`config.mk`:
```
export PLATFORM = sky130hd
export DESIGN_NAME = gcd_engine
export DESIGN_NICKNAME = d
export VERILOG_FILES = /design/src/rtl/gcd_engine.sv
export SDC_FILE = /design/constraint.sdc
export NUM_CORES = 1
export LEC_CHECK = 0
export ABC_AREA = 1
export CORE_MARGIN = 8
export CORE_UTILIZATION = 45
export DETAILED_ROUTE_END_ITERATION = 7
export PLACE_DENSITY = 0.79
export SYNTH_ARGS = -nofsm -noshare
export SYNTH_HDL_FRONTEND = slang
export SYNTH_SLANG_ARGS = --single-unit
```
`constraint.sdc`:
```
create_clock -name clk -period 2.1 [get_ports clk]
set_clock_uncertainty 0.1 [all_clocks]
set_input_delay 0.315 -clock clk [delete_from_list [all_inputs] [get_ports clk]]
set_output_delay 0.315 -clock clk [all_outputs]
set_load 0.02 [all_outputs]
```
`src/rtl/gcd_engine.sv`:
```
// gcd_engine: start/done GCD slave with a subtraction mode and a binary (Stein) mode.
// Ports: clk, clear (async reset), start/a/b/mode in; busy/done/hcf/steps out.
//
// Port summary
//   clk    in   rising-edge clock
//   clear  in   asynchronous active-high reset
//   start  in   request, sampled only while idle
//   a, b   in   operands, sampled with start
//   mode   in   0 = repeated subtraction, 1 = binary (Stein)
//   busy   out  high while an operation is in flight or completing
//   done   out  one-cycle completion pulse
//   hcf    out  result, held until the next completion
//   steps  out  iteration count of the current or last operation
module gcd_engine #(
  parameter int WIDTH  = 8,
  parameter int STEP_W = 16
) (
  input  logic              clk,
  input  logic              clear,
  input  logic              start,
  input  logic [WIDTH-1:0]  a,
  input  logic [WIDTH-1:0]  b,
  input  logic              mode,
  output logic              busy,
  output logic              done,
  output logic [WIDTH-1:0]  hcf,
  output logic [STEP_W-1:0] steps
);

  localparam int KW = $clog2(WIDTH) + 1;

  typedef enum logic [1:0] {
    S_IDLE,
    S_CALC,
    S_DONE
  } state_t;

  state_t             state_q, state_d;
  logic [WIDTH-1:0]   a_q, a_d;
  logic [WIDTH-1:0]   b_q, b_d;
  logic [KW-1:0]      k_q, k_d;
  logic               m_q, m_d;
  logic [WIDTH-1:0]   hcf_q, hcf_d;
  logic [STEP_W-1:0]  steps_q, steps_d;
  logic               busy_q, busy_d;
  logic               done_q, done_d;

  logic [WIDTH-1:0]   a_minus_b;
  logic [WIDTH-1:0]   b_minus_a;
  logic [STEP_W-1:0]  steps_inc;
  logic               a_zero, b_zero, a_eq_b, a_gt_b;
  logic               a_even, b_even;

  assign a_minus_b = a_q - b_q;
  assign b_minus_a = b_q - a_q;
  assign a_zero    = (a_q == '0);
  assign b_zero    = (b_q == '0);
  assign a_eq_b    = (a_q == b_q);
  assign a_gt_b    = (a_q > b_q);
  assign a_even    = ~a_q[0];
  assign b_even    = ~b_q[0];

  // Saturating count: a pinned counter never affects the datapath.
  assign steps_inc = (&steps_q) ? steps_q : steps_q + STEP_W'(1);

  always_ff @(posedge clk or posedge clear) begin
    if (clear) begin
      state_q <= S_IDLE;
      a_q     <= '0;
      b_q     <= '0;
      k_q     <= '0;
      m_q     <= 1'b0;
      hcf_q   <= '0;
      steps_q <= '0;
      busy_q  <= 1'b0;
      done_q  <= 1'b0;
    end else begin
      state_q <= state_d;
      a_q     <= a_d;
      b_q     <= b_d;
      k_q     <= k_d;
      m_q     <= m_d;
      hcf_q   <= hcf_d;
      steps_q <= steps_d;
      busy_q  <= busy_d;
      done_q  <= done_d;
    end
  end

  always_comb begin
    state_d = state_q;
    a_d     = a_q;
    b_d     = b_q;
    k_d     = k_q;
    m_d     = m_q;
    hcf_d   = hcf_q;
    steps_d = steps_q;

    unique case (state_q)
      S_IDLE: begin
        if (start) begin
          a_d     = a;
          b_d     = b;
          m_d     = mode;
          k_d     = '0;
          steps_d = '0;
          state_d = S_CALC;
        end
      end

      S_CALC: begin
        // Termination checks take priority over any reduction step.
        if (a_zero) begin
          hcf_d   = b_q << k_q;
          state_d = S_DONE;
        end else if (b_zero || a_eq_b) begin
          hcf_d   = a_q << k_q;
          state_d = S_DONE;
        end else if (!m_q) begin
          steps_d = steps_inc;
          if (a_gt_b) begin
            a_d = a_minus_b;
          end else begin
            b_d = b_minus_a;
          end
        end else begin
          steps_d = steps_inc;
          if (a_even && b_even) begin
            // Common factor of two is folded back in via k.
            a_d = a_q >> 1;
            b_d = b_q >> 1;
            k_d = k_q + KW'(1);
          end else if (a_even) begin
            a_d = a_q >> 1;
          end else if (b_even) begin
            b_d = b_q >> 1;
          end else if (a_gt_b) begin
            // odd - odd is even, so the halving is exact.
            a_d = a_minus_b >> 1;
          end else begin
            b_d = b_minus_a >> 1;
          end
        end
      end

      S_DONE: begin
        state_d = S_IDLE;
      end

      default: begin
        state_d = S_IDLE;
      end
    endcase

    // busy and done are registered copies of the next state.
    busy_d = (state_d != S_IDLE);
    done_d = (state_d == S_DONE);
  end

  assign busy  = busy_q;
  assign done  = done_q;
  assign hcf   = hcf_q;
  assign steps = steps_q;

endmodule

```
Yosys cells after proc, flatten, opt, wreduce, memory -nomap -nowiden
Index checks and enable logic that the tools add are counted.

Register bits after elaboration: 49.

Add/subtract/negate cells: 4. Magnitude comparators: 1. Equal/unequal tests: 15. Shift operators: 2. Multiplexer cells: 37. Bitwise logic cells: 2. Reductions and logical operators: 17.

Operator list (number): two-way mux 8 bit (20); two-way mux 16 bit (4); one-hot mux 16 bit (2 select lines) (1); one-hot mux 8 bit (2 select lines) (2); two-way mux 4 bit (5); adder 16 x 1 -> 16 bit (second input constant) (1); logical NOT 8 bit (2); AND reduction 16 bit (1); << shifter 8 x 4 -> 8 bit (2); subtractor 8 bit (2); AND reduction 7 bit (2); != test 2 bit (second input constant) (6); != test 4 bit (second input constant) (3); AND reduction 6 bit (2); AND reduction 5 bit (2); == test 8 bit (1); greater-than comparator 8 bit (1); one-hot mux 4 bit (2 select lines) (1); two-way mux 2 bit (3); != test 3 bit (second input constant) (2); nonzero test 2 bit (3); != test 5 bit (second input constant) (1); adder 4 x 1 -> 4 bit (second input constant) (1); one-hot mux 2 bit (2 select lines) (1); 7 further kinds (9).

Logic depth before layout (Yosys ltp)
Gate-level depths: netlist of run 1.

Depth in word-level cells: 9. Depth in mapped cells: 17. Gate-level depth less buffers: 16.

Worst setup path after synthesis of run 1
Ideal clock, no wire load.

Kind: register to register. From: reg a_q[0]. To: reg a_q[0]. Arrival: 2058 ps. Data required time: 1871 ps. Path slack: -187 ps. Cell stages (with the launch flop): 14. Clock period less this slack: 2287 ps. Path through: dfrtp_1 -> inv_1 -> ha_1 -> fa_1 -> inv_1 -> nand3_1 -> nand2_2 -> nand2_1 -> nand2_2 -> nand4_1 -> o21ai_0 -> nand2_1 -> nand2_1 -> o21ai_0.

Cells in the longest elaborated chain, start to end: 9. Elaborated cells between the ends (all ways): 20. Classes of those cells: add/sub: 1; order compare: 1; eq/ne: 4; mux: 9; bitwise: 1; reduce/logical: 4.

Ends and longest elaborated chain: from (decl) (RTL line 39) `logic [WIDTH-1:0] a_q, a_d;`; from (signal assigned) (RTL line 69) `a_q <= '0;`; from (signal assigned) (RTL line 79) `a_q <= a_d;`; subtractor 8 bit or greater-than comparator 8 bit (tied branches) (RTL line 54, 59); two-way mux 8 bit (RTL line 137) `end else if (a_gt_b) begin`; two-way mux 8 bit (RTL line 135) `end else if (b_even) begin`; two-way mux 8 bit (RTL line 133) `end else if (a_even) begin`; two-way mux 8 bit (RTL line 128) `if (a_even && b_even) begin`; two-way mux 8 bit (RTL line 119) `end else if (!m_q) begin`; two-way mux 8 bit (RTL line 116) `end else if (b_zero || a_eq_b) begin`; two-way mux 8 bit (RTL line 113) `if (a_zero) begin`; one-hot mux 8 bit (2 select lines) (RTL line 99) `unique case (state_q)`.

Parallel ways exist; a longest one is shown, timed or not. The select of a mux whose other input is x is not followed. A chain may end at the register's enable or synchronous reset.

Final worst setup path of run 1
From: reg b_q[0]. To: reg steps_q[2] (netlist: steps[2]).

Cells in the longest elaborated chain, start to end: 4. Elaborated cells between the ends (all ways): 5. Classes of those cells: eq/ne: 2; reduce/logical: 3.

Ends and longest elaborated chain: from (decl) (RTL line 40) `logic [WIDTH-1:0] b_q, b_d;`; from (signal assigned) (RTL line 70) `b_q <= '0;`; from (signal assigned) (RTL line 80) `b_q <= b_d;`; == test 8 bit or logical NOT 8 bit (tied branches) (RTL line 58, 57); logical OR 1 bit * (RTL line 116); != test 2 bit (no line) *; AND reduction 5 bit (no line) *; to (signal assigned) (RTL line 84) `steps_q <= steps_d;`; to (decl) (RTL line 44) `logic [STEP_W-1:0] steps_q, steps_d;`.

Mark *: on every way between the ends. The rest lies on a longest branch, timed or not.

==> impl_summary.txt, run 1 <==
----------------------------------------------------
[Outcome]
  Status ... complete, but fails checks
  Failing checks ... setup timing

[STA]
  Headroom to the max-slew limit ... 0.6502
  Shortest period the worst path allows ... 2.274 ns
  Final setup violation count ... 42
  Part of the cycle the worst path needs ... 1.083
  Smallest setup slack after layout ... -0.1738 ns
  Actual transition at the worst max-transition pin ... 0.5228 ns
  RSZ-0062 raised after global routing ... yes
  Achievable clock frequency ... 0.4398 GHz
  Total count of hold-check failures in the final report ... 0
  Number of max-slew violations in the final report ... 0

[Cells and area]
  Non-filler instance count after layout ... 845
  Layout net count ... 777
  Layout cells sized above 1 ... 0.2497
  Antenna diode count ... 0
  Post-route cell area ... 0.005644 sq mm
  Area added between synthesis and finish ... 38.80%

[Logic synthesis]
  Number of nets produced by synthesis ... 663
  Share of the synthesized area in the top cell type ... 0.3015
  Post-synthesis sequential area ratio ... 0.3015
  Cell count after synthesis ... 622
  Post-synthesis register bit count ... 49
  Main flop type after synthesis ... sky130_fd_sc_hd__dfrtp_1
  Top post-synthesis cells by count ... 201 x sky130_fd_sc_hd__nand2_1, 82 x sky130_fd_sc_hd__inv_1, 55 x sky130_fd_sc_hd__nand3_1
  Post-synth EDFFs ... 0
  Syn Std Cell Area ... 0.004066 sq mm
  Synthesized area per cell ... 6.538 sq um
  Dominant cell type by area after synthesis ... sky130_fd_sc_hd__dfrtp_1
  Library cells used by synthesis ... 36
  Largest cells by area after synthesis ... sky130_fd_sc_hd__dfrtp_1 30%, sky130_fd_sc_hd__nand2_1 19%, sky130_fd_sc_hd__inv_1 7.6%
  Post-synthesis async set-or-reset flop share ... 1.000
  Total number of yosys warnings ... 0
  Dominant cell by count in the synthesized netlist ... sky130_fd_sc_hd__nand2_1

[Clock network]
  Deepest clock path buffer count ... 2
  Clock net sink count ... 49
  Cell at the root of the clock tree ... sky130_fd_sc_hd__clkbuf_8
  Clock transition time at the flip-flop clock pins of the worst setup and hold paths ... 0.12 ns
  Clock latency reported for the late side of the worst-skew pair ... 0.33 ns
  Clock buffers created by TritonCTS ... 5
  TritonCTS clock tree ... yes
  H-tree lvl count ... 2

[Routing]
  Via count of the routed design ... 4655
  Routed length on met2 ... 6.536 mm
  Drt pass-1 iters ... 7
  Average wire per standard cell ... 15.88 um
  Number of nets with antenna violations after detailed routing ... 0
  Top metal layer carrying routed signals ... met4
  Total length of routed met3 wires ... 874 um
  Average via count per standard cell ... 5.509
  Length of routed wiring on met1 ... 5.584 mm
  Total wire length ... 13.42 mm
  Starting DRC count in detailed routing ... 271
  DRC viols ... 0

[Placement]
  Half-perimeter wire length after placement ... 9.360 mm
  GPL Wtd Cong ... 0.9534
  Worst setup slack after placement ... -0.1162 ns
  Cell area after placement ... 0.005041 sq mm
  Number of instances in the placed design ... 817
  Number of port buffers ... 45

[Die]
  Cell Rows ... 34
  Core ar. ... 0.008763 sq mm
  I/O pin cnt ... 46
  Die footprint ... 0.01233 sq mm
  Chip height ... 111.1 um
  Die span in x ... 111.1 um
  Effective utilization at floorplan ... 0.4640

[GRT]
  Grt ovf ... 0
  Total routing usage reported by global routing ... 0.2030
  First-pass GRT wire length ... 21.20 mm
  Initial antenna violation count ... 0
  Via count of the first global-routing pass ... 4420
  Pin count of the biggest net entering global routing ... 50

[Worst setup path]
  Category of the worst setup path capture point ... flop
  Reg-to-Reg Start ... b_q[0]
  Reg2Reg Capture Point ... steps[2]
  Reg-to-reg setup timing slack ... -0.17 ns
  Critical path peak fanout ... 5
  Type of origin of the critical path ... flop
  CP Capture Point ... steps[2]
  Arrival time of data at the critical path endpoint ... 2.42 ns
  R2r worst-path depth ... 14
  Start point of the critical path ... b_q[0]
  Critical path class ... flop to flop
  Data required time of the worst path ... 2.24 ns

[Flow run]
  Max-Cap Viols ... 0

[Hold path]
  HP Class ... primary input to asynchronous set/reset pin

----------------------------------------------------
## final cells by class
cell class,count,area [sq um]
Sequential cell,49,1229
Tap cell,108,135.1
Clock buffer,5,68.82
Multi-Input combinational cell,469,2749
Clock inverter,3,26.28
Inverter,91,354.1
Fill cell,748,3119
Timing Repair Buffer,120,1082
## cells in the final DEF, fill, tap and decap left out, types with 2 or more instances in the layout
master                            synthesis  routed
sky130_fd_sc_hd__inv_4                    1       2
sky130_fd_sc_hd__nand3_1                 55      48
sky130_fd_sc_hd__ha_4                     0       7
sky130_fd_sc_hd__buf_6                    2       5
sky130_fd_sc_hd__nand4_1                  9       9
sky130_fd_sc_hd__dfrtp_1                 49      47
sky130_fd_sc_hd__buf_4                    2      66
sky130_fd_sc_hd__nor2_4                   5       5
sky130_fd_sc_hd__nand2_1                201     187
sky130_fd_sc_hd__inv_1                   82      74
sky130_fd_sc_hd__dfrtp_2                  0       2
sky130_fd_sc_hd__nand2_8                  0       2
sky130_fd_sc_hd__nand2_4                  5       8
sky130_fd_sc_hd__nor2_2                   2       5
sky130_fd_sc_hd__o21ai_1                  4       6
sky130_fd_sc_hd__inv_8                    0       2
sky130_fd_sc_hd__buf_12                   0       4
sky130_fd_sc_hd__fa_2                     0       2
sky130_fd_sc_hd__o21ai_2                  6      11
sky130_fd_sc_hd__o21bai_1                 7       7
sky130_fd_sc_hd__nand3_2                  2       8
sky130_fd_sc_hd__ha_2                     0       2
sky130_fd_sc_hd__nor3_1                  10       9
sky130_fd_sc_hd__a21oi_1                 37      31
sky130_fd_sc_hd__nor2_1                  52      49
sky130_fd_sc_hd__o31ai_1                  7       2
sky130_fd_sc_hd__o31ai_2                  0       5
sky130_fd_sc_hd__o21ai_0                 18      11
sky130_fd_sc_hd__ha_1                    19      10
sky130_fd_sc_hd__clkinvlp_4               0       2
sky130_fd_sc_hd__nand2_2                  7      17
sky130_fd_sc_hd__xor2_1                  12      12
sky130_fd_sc_hd__a21oi_4                  0       2
sky130_fd_sc_hd__a21oi_2                  1       5
sky130_fd_sc_hd__clkbuf_8                 0       5
sky130_fd_sc_hd__inv_2                    7      13
sky130_fd_sc_hd__clkdlybuf4s50_1          0      45
## stage by stage
step                hold slack, ns  setup TNS, ns  utilization
global route                0.2826         -8.147       0.6441
CTS                         0.2588        -0.5635       0.6005
finish                      0.2512         -4.408       0.6441
floorplan                   0.3329       -0.02854            -
global placement            0.3642        -0.6632       0.5752
detailed placement          0.3653         -1.524       0.5752
## worst min-delay path by stage
stage	start	endpoint	slack, ns	depth (start not counted)
6_report	clear	b_q[2]	0.25	3
5_1_grt	clear	state_q[0]	0.28	3
3_5_place_dp	hcf[2]	hcf[2]	0.37	2
4_1_cts	clear	state_q[0]	0.26	3
3_3_place_gp	hcf[3]	hcf[3]	0.36	2
2_1_floorplan	start	busy	0.33	2
## per-layer routing
metal | GRT usage | up-vias
li1 | - | 2193
met1 | 0.2549 | 2206
met2 | 0.3470 | 208
met3 | 0.03139 | 48
met4 | 0.06400 | 0
met5 | 0 | -
## critical path, cell delays in order, from the launching register on
cell and delay [ns]:
sky130_fd_sc_hd__dfrtp_2 0.45, sky130_fd_sc_hd__buf_4 0.15, sky130_fd_sc_hd__inv_4 0.06, sky130_fd_sc_hd__ha_1 0.24
sky130_fd_sc_hd__inv_1 0.06, sky130_fd_sc_hd__nand4_1 0.12, sky130_fd_sc_hd__nor2_4 0.19, sky130_fd_sc_hd__nor2_2 0.06
sky130_fd_sc_hd__nand2_2 0.09, sky130_fd_sc_hd__nand2_4 0.10, sky130_fd_sc_hd__buf_12 0.15, sky130_fd_sc_hd__nand2_8 0.08
sky130_fd_sc_hd__buf_4 0.14, sky130_fd_sc_hd__o21ai_2 0.06, sky130_fd_sc_hd__a21oi_1 0.13
## state kept, by name, indices dropped and copies added (netlist names)
register,count
busy,1
m_q,1
hcf,8
steps,16
done,1
a_q,8
state_q,2
b_q,8
k_q,4
## logic make-up after synthesis
group | count (synthesis) | share of synthesized area
compound gates | 84 | 0.1209
simple gates | 350 | 0.3782
xor+xnor | 13 | 0.02800
flops | 49 | 0.3015
fa+ha+maj | 21 | 0.06831
buf+inv | 105 | 0.1031
## repair_timing
action,CTS,global route
resized for setup,14,69
pin swaps,4,28
setup endpoints to repair,36,41
gates cloned,0,1
setup buffers,8,11
hold buffers,0,0
Power of run 1 is left out: the tool's default activity adds up to more than one toggle a clock period on the data nets, which glitch-free logic cannot reach.
==> inputs of run 2 (changes only) <==
Settings changed: REMOVE_ABC_BUFFERS set to 1.
==> run 2 against run 1 <==
  * Critical path type unchanged
  * Critical endpoint is now a_q[1]
  * Critical path depth shrank 2
  * Sequential cell count is the same
  * Wire length shrank 0.35%
  * Worst hold slack gained 0.00066 ns
  * The run still ends with setup timing left
  * Cell count grew 0.47%
==> impl_summary.txt, run 2 (synthesis results as in run 1) <==
----------------------------------------------------
[Outcome]
  Status ... complete, but fails checks
  Failing checks ... setup timing

[STA]
  Number of max-slew violations in the final report ... 0 (unchanged)
  Achievable clock frequency ... 0.4448 GHz (+1.1%)
  Shortest period the worst path allows ... 2.248 ns (-0.02546 ns)
  Part of the cycle the worst path needs ... 1.071 (-0.01213)
  Headroom to the max-slew limit ... 0.6961 (+0.04596)
  Total count of hold-check failures in the final report ... 0 (unchanged)
  Actual transition at the worst max-transition pin ... 0.4542 ns (-0.06868 ns)
  Final setup violation count ... 29 (-31%)
  RSZ-0062 raised after global routing ... yes
  Smallest setup slack after layout ... -0.1484 ns (+0.02547 ns)

[Worst setup path]
  Critical path peak fanout ... 7 (+2)
  Category of the worst setup path capture point ... flop
  CP delay by family, top ... simple AND/OR/NAND/NOR gates
  Cell with the largest stage delay on the worst path ... sky130_fd_sc_hd__dfrtp_1
  Data required time of the worst path ... 2.24 ns (about the same)
  Arrival time of data at the critical path endpoint ... 2.39 ns (-0.03 ns)
  Type of origin of the critical path ... flop
  Reg-to-reg setup timing slack ... -0.15 ns (+0.03 ns)
  CP bufs+invs ... 1 (-4)
  Critical path cell sequence ... ha_4, fa_2, inv_2, nand3_2, nand2_2, nand2_2, nand2_4, nand2_4, a21o_1, nor2_4, nor2_1, a21oi_1
  R2r worst-path depth ... 12 (-2)
  Reg2Reg Capture Point ... a_q[1]
  Peak per-stage delay on the critical path ... 0.45 ns (about the same)
  Reg-to-Reg Start ... b_q[0]
  Critical path class ... flop to flop

[Placement]
  GPL Wtd Cong ... 0.9169 (-3.8%)
  Half-perimeter wire length after placement ... 9.134 mm (-2.4%)
  Number of port buffers ... 45 (unchanged)

[Flow run]
  Max-Cap Viols ... 0 (unchanged)

[Die]
  Chip height ... 111.1 um (unchanged)
  I/O pin cnt ... 46 (unchanged)
  Cell Rows ... 34 (unchanged)
  Core ar. ... 0.008763 sq mm (unchanged)
  Die span in x ... 111.1 um (unchanged)
  Die footprint ... 0.01233 sq mm (unchanged)
  Effective utilization at floorplan ... 0.4640 (unchanged)

[Cells and area]
  Layout cells sized above 1 ... 0.2686 (+0.01890)
  Commonest cells after routing, fill and taps aside ... 179 x sky130_fd_sc_hd__nand2_1, 72 x sky130_fd_sc_hd__inv_1, 63 x sky130_fd_sc_hd__buf_4
  Layout net count ... 781 (+0.51%)
  Layout fillers ... 693 (-7.4%)
  Final Core Density ... 0.6619 (+0.01785)
  Number of flip-flops under the largest register name ... 16 (unchanged)
  Antenna diode count ... 0 (unchanged)
  Footprint of the multi-input gates ... 0.002846 sq mm (+3.6%)
  Commonest non-fill, non-tap cell in the layout ... sky130_fd_sc_hd__nand2_1
  Area added between synthesis and finish ... 42.65%
  Sequential cell area ... 0.001229 sq mm (unchanged)

[Routing]
  Average wire per standard cell ... 15.75 um (-0.82%)
  Number of nets with antenna violations after detailed routing ... 0 (unchanged)
  Via count of the routed design ... 4608 (-1.0%)
  Total wire length ... 13.37 mm (-0.35%)
  DRC viols ... 0 (unchanged)
  Starting DRC count in detailed routing ... 412 (+52%)
  Average via count per standard cell ... 5.428 (-1.5%)
  Drt pass-1 iters ... 5 (-2)

[Clock network]
  Cell at the root of the clock tree ... sky130_fd_sc_hd__clkbuf_8
  H-tree lvl count ... 2 (unchanged)
  Clock transition time at the flip-flop clock pins of the worst setup and hold paths ... 0.10 ns (-0.02 ns)
  Clock net sink count ... 49 (unchanged)
  Clock buffers created by TritonCTS ... 5 (unchanged)
  Clock latency reported for the late side of the worst-skew pair ... 0.32 ns (about the same)
  Deepest clock path buffer count ... 2 (unchanged)
  TritonCTS clock tree ... yes

[GRT]
  First-pass GRT wire length ... 20.70 mm (-2.3%)
  Grt ovf ... 0 (unchanged)
  Via count of the first global-routing pass ... 4324 (-2.2%)
  Total routing usage reported by global routing ... 0.1973 (-0.005674)
  Pin count of the biggest net entering global routing ... 50 (unchanged)
  Initial antenna violation count ... 0 (unchanged)

[Hold path]
  HP Class ... primary input to asynchronous set/reset pin

----------------------------------------------------
[run 2: changes by cell type in the layout (fill, tap and decap cells not counted), sizes merged]
cell	previous run	this run
buf	75	77
clkbuf	5	7
clkinv	1	2
inv	91	90
[run 2: per-stage QoR]
step                      std cells  setup slack, ns  setup TNS (ns)  hold WS, ns  cell area (sq um)
after floorplan                 608          -0.1891          -1.863       0.3329               3991
after global placement          817         -0.07259         -0.8746       0.3642               5010
after detailed placement        817          -0.1933          -3.025       0.3704               5010
after CTS                       835         -0.05668         -0.6402       0.2683               5338
after global routing            849          -0.2609          -4.323       0.2828               5801
final                           849          -0.1484          -1.694       0.2519               5801
[run 2: worst reg2reg max path: cells and delay by family, from the launching register on]
family / cells / cell delay [ns]
and+or+nand+nor: 7 / 0.67
adders and majority gates: 2 / 0.54
buffers and inverters: 1 / 0.06
AOI/OAI and AO/OA: 2 / 0.34
DFF: 1 / 0.45
[run 2: repair_timing]
item	CTS	global route
cloned	1	3
resized for setup	37	89
pin swaps	10	31
buffers inserted	10	12
setup endpoints to repair	36	42
hold buffers	0	0
[run 2: routing by layer]
layer | routed length (um) | track usage | up-vias
li1 | - | - | 2202
met1 | 5635 | 0.2553 | 2168
met2 | 6383 | 0.3172 | 201
met3 | 962 | 0.03301 | 37
met4 | 393 | 0.08267 | 0
met5 | 0 | 0 | -
[run 2: how the worst max path moves through the flow]
stage,start,end,slack (ns),cells after the start
2_1_floorplan,a_q[0],a_q[0],-0.19,13
3_3_place_gp,b_q[0],b_q[5],-0.07,13
3_5_place_dp,a_q[0],a_q[2],-0.19,13
4_1_cts,b_q[0],steps[6],-0.06,14
5_1_grt,a_q[0],a_q[6],-0.26,13
6_report,b_q[0],a_q[1],-0.15,12
[run 2: final cells by class]
cell class	count	share of cell area
Clock inverter	2	0.002588
Timing Repair Buffer	123	0.1943
Tap cell	108	0.02330
Clock buffer	6	0.01251
Inverter	91	0.06277
Timing Repair inverter	1	0.001941
Multi-Input combinational cell	469	0.4907
Sequential cell	49	0.2118
Power of run 2 is left out for the same reason.
==> inputs of run 3 (changes only) <==
Settings changed: PLACE_DENSITY 0.79 to 0.76.
Clock period 2.1 ns to 2.7 ns, I/O delays scaled along.
==> run 3 against run 2 <==
  * The flow now finishes without violations
  * Core utilization fell by 12 points
  * Clock-buffer cell count fell by 1
  * Global-route usage fell by 1.2 points
  * Critical endpoint is now a_q[4]
  * Wire length fell by 15%
==> impl_summary.txt, run 3 (synthesis results as in run 1) <==
----------------------------------------------------
[Worst setup path]
  Reg2Reg Capture Point ... a_q[4]
  Category of the worst setup path capture point ... flop
  Type of origin of the critical path ... flop
  Reg-to-reg setup timing slack ... 0.22 ns (+0.37 ns)
  CP delay by family, top ... simple AND/OR/NAND/NOR gates
  Critical path class ... flop to flop
  CP bufs+invs ... 2 (+1)
  Arrival time of data at the critical path endpoint ... 2.61 ns (+0.22 ns)
  Peak per-stage delay on the critical path ... 0.42 ns (-0.03 ns)
  Reg-to-Reg Start ... a_q[0]
  Critical path cell sequence ... inv_1, ha_1, fa_1, inv_1, nand3_1, nand2_2, nand2_1, nand2_2, nand2_4, nand2_1, nand2_4, nor2_4, nor2_1, a21oi_1
  Data required time of the worst path ... 2.83 ns (+0.59 ns)
  Cell with the largest stage delay on the worst path ... sky130_fd_sc_hd__dfrtp_2
  R2r worst-path depth ... 14 (+2)
  Critical path peak fanout ... 7 (unchanged)

[GRT]
  Via count of the first global-routing pass ... 4058 (-6.2%)
  Total routing usage reported by global routing ... 0.1852 (-0.01218)
  First-pass GRT wire length ... 19.50 mm (-5.8%)
  Pin count of the biggest net entering global routing ... 50 (unchanged)
  Initial antenna violation count ... 0 (unchanged)
  Grt ovf ... 0 (unchanged)

[STA]
  Final setup violation count ... 0 (-100%)
  Shortest period the worst path allows ... 2.477 ns (+0.2286 ns)
  Part of the cycle the worst path needs ... 0.9174 (-0.1533)
  Total count of hold-check failures in the final report ... 0 (unchanged)
  Setup Total Neg Slack ... 0 ns (+1.694 ns)
  RSZ-0062 raised after global routing ... no
  Actual transition at the worst max-transition pin ... 0.7306 ns (+0.2764 ns)
  Number of max-slew violations in the final report ... 0 (unchanged)
  Achievable clock frequency ... 0.4037 GHz (-9.2%)
  Headroom to the max-slew limit ... 0.5124 (-0.1837)
  Smallest setup slack after layout ... 0.2230 ns (+0.3714 ns)

[Die]
  Die span in x ... 111.1 um (unchanged)
  Core ar. ... 0.008763 sq mm (unchanged)
  Effective utilization at floorplan ... 0.4640 (unchanged)
  Chip height ... 111.1 um (unchanged)
  I/O pin cnt ... 46 (unchanged)
  Die footprint ... 0.01233 sq mm (unchanged)
  Cell Rows ... 34 (unchanged)

[Clock network]
  Clock net sink count ... 49 (unchanged)
  Clock latency reported for the late side of the worst-skew pair ... 0.31 ns (about the same)
  Clock buffers created by TritonCTS ... 5 (unchanged)
  H-tree lvl count ... 2 (unchanged)
  Clock transition time at the flip-flop clock pins of the worst setup and hold paths ... 0.10 ns (about the same)
  Cell at the root of the clock tree ... sky130_fd_sc_hd__clkbuf_8
  Deepest clock path buffer count ... 2 (unchanged)
  TritonCTS clock tree ... yes

[Routing]
  Average via count per standard cell ... 5.328 (-1.8%)
  DRC viols ... 0 (unchanged)
  Average wire per standard cell ... 14.42 um (-8.4%)
  Total wire length ... 11.31 mm (-15%)
  Drt pass-1 iters ... 5 (unchanged)
  Starting DRC count in detailed routing ... 280 (-32%)
  Via count of the routed design ... 4177 (-9.4%)
  Number of nets with antenna violations after detailed routing ... 0 (unchanged)

[Pwr]
  Internal power contribution ... 2.907 mW
  Switch share ... 0.5695
  Switching power ... 3.846 mW
  Combinational share of power ... 0.738
  Leakage power total ... 2.404 nW
  Part of the power in the clock network ... 0.068
  Sequential fraction of design power ... 0.194
  Largest voltage drop on the vdd net ... 0.4676 mV
  Power per cell area ... 1411 mW/mm^2

[Placement]
  Half-perimeter wire length after placement ... 8.764 mm (-4.0%)
  GPL Wtd Cong ... 0.9477 (+3.4%)
  Worst setup slack after placement ... 0.09193 ns (+0.2852 ns)
  Number of port buffers ... 45 (unchanged)

[Cells and area]
  Layout cells sized above 1 ... 0.09320 (-0.1754)
  Commonest non-fill, non-tap cell in the layout ... sky130_fd_sc_hd__nand2_1
  Layout fillers ... 868 (+25%)
  Number of flip-flops under the largest register name ... 16 (unchanged)
  Commonest cells after routing, fill and taps aside ... 201 x sky130_fd_sc_hd__nand2_1, 81 x sky130_fd_sc_hd__inv_1, 55 x sky130_fd_sc_hd__nand3_1
  Antenna diode count ... 0 (unchanged)
  Layout net count ... 716 (-8.3%)
  Area added between synthesis and finish ... 17.69%

[Flow run]
  Max-Cap Viols ... 0 (unchanged)

[Outcome]
  Status ... completed

[Hold path]
  Hold Path Depth ... 2
  Worst min-delay path endpoint ... hcf[3]
  Hold path startpoint ... hcf[3]
  HP Class ... flop to flop

----------------------------------------------------
-- run 3: cell count changes in the layout (fill, tap and decap cells not counted), sizes merged --
| cell | delta |
|---|---|
| buf | -62 |
| clkbuf | -2 |
| clkinv | -1 |
| clkinvlp | +1 |
| nand2 | -1 |
-- run 3: layout make-up --
cell class	instances	area, sq um	area share
Multi-Input combinational cell	468	2425	0.5067
Timing Repair Buffer	60	563.0	0.1176
Sequential cell	49	1227	0.2565
Inverter	91	344.1	0.07190
Clock inverter	3	22.52	0.004706
Clock buffer	5	68.82	0.01438
Tap cell	108	135.1	0.02824
-- run 3: worst max path at each step --
stage                       from      to  depth (start not counted)
after floorplan           a_q[0]  a_q[0]                         13
after global placement    a_q[0]  a_q[0]                         13
after detailed placement  a_q[0]  a_q[0]                         13
after CTS                 a_q[0]  a_q[0]                         13
after global routing      a_q[0]  a_q[6]                         14
final                     a_q[0]  a_q[4]                         14
-- run 3: power by group through the flow --
| stage | Combinational [mW] | Sequential, mW | Clock [mW] |
|---|---|---|---|
| 4_1_cts | 4.91 | 1.30 | 0.460 |
| 3_3_place_gp | 4.80 | 1.31 | 0 |
| 2_1_floorplan | 3.41 | 1.38 | 0 |
| 3_5_place_dp | 4.88 | 1.32 | 0 |
| 6_report | 4.98 | 1.31 | 0.458 |
| 5_1_grt | 5.65 | 1.35 | 0.486 |
-- run 3: worst reg2reg max path, stage by stage (launching register included) --
cell                      delay, ns
sky130_fd_sc_hd__dfrtp_2       0.42
sky130_fd_sc_hd__inv_1         0.12
sky130_fd_sc_hd__ha_1          0.25
sky130_fd_sc_hd__fa_1          0.40
sky130_fd_sc_hd__inv_1         0.07
sky130_fd_sc_hd__nand3_1       0.07
sky130_fd_sc_hd__nand2_2       0.11
sky130_fd_sc_hd__nand2_1       0.07
sky130_fd_sc_hd__nand2_2       0.13
sky130_fd_sc_hd__nand2_4       0.09
sky130_fd_sc_hd__nand2_1       0.10
sky130_fd_sc_hd__nand2_4       0.08
sky130_fd_sc_hd__nor2_4        0.21
sky130_fd_sc_hd__nor2_1        0.06
sky130_fd_sc_hd__a21oi_1       0.12
-- run 3: timing repair --
item                                    in CTS  in global routing
endpoints found under the setup margin       0                  9
buffers inserted                             0                  1
resized for setup                            0                  2
hold buffers                                 0                  0
-- run 3: per-stage QoR --
step	instances	instance area [sq um]	hold WS (ns)	util	total power, mW
5_1_grt	784	4786	0.4309	0.5461	7.484
6_report	784	4786	0.3830	0.5461	6.753
2_1_floorplan	608	3991	0.4045	-	4.795
3_5_place_dp	775	4682	0.3648	0.5343	6.197
3_3_place_gp	775	4682	0.3630	0.5343	6.111
4_1_cts	783	4773	0.3911	0.5447	6.676
-- run 3: per-layer routing --
| metal | vias to the layer above | wire length [um] | global-route usage |
|---|---|---|---|
| li1 | 2072 | - | - |
| met1 | 1914 | 5116 | 0.2447 |
| met2 | 169 | 5108 | 0.2957 |
| met3 | 22 | 823 | 0.03571 |
| met4 | 0 | 259 | 0.05956 |
| met5 | - | 0 | 0 |
Note: power is estimated with default switching activity, not from simulation.
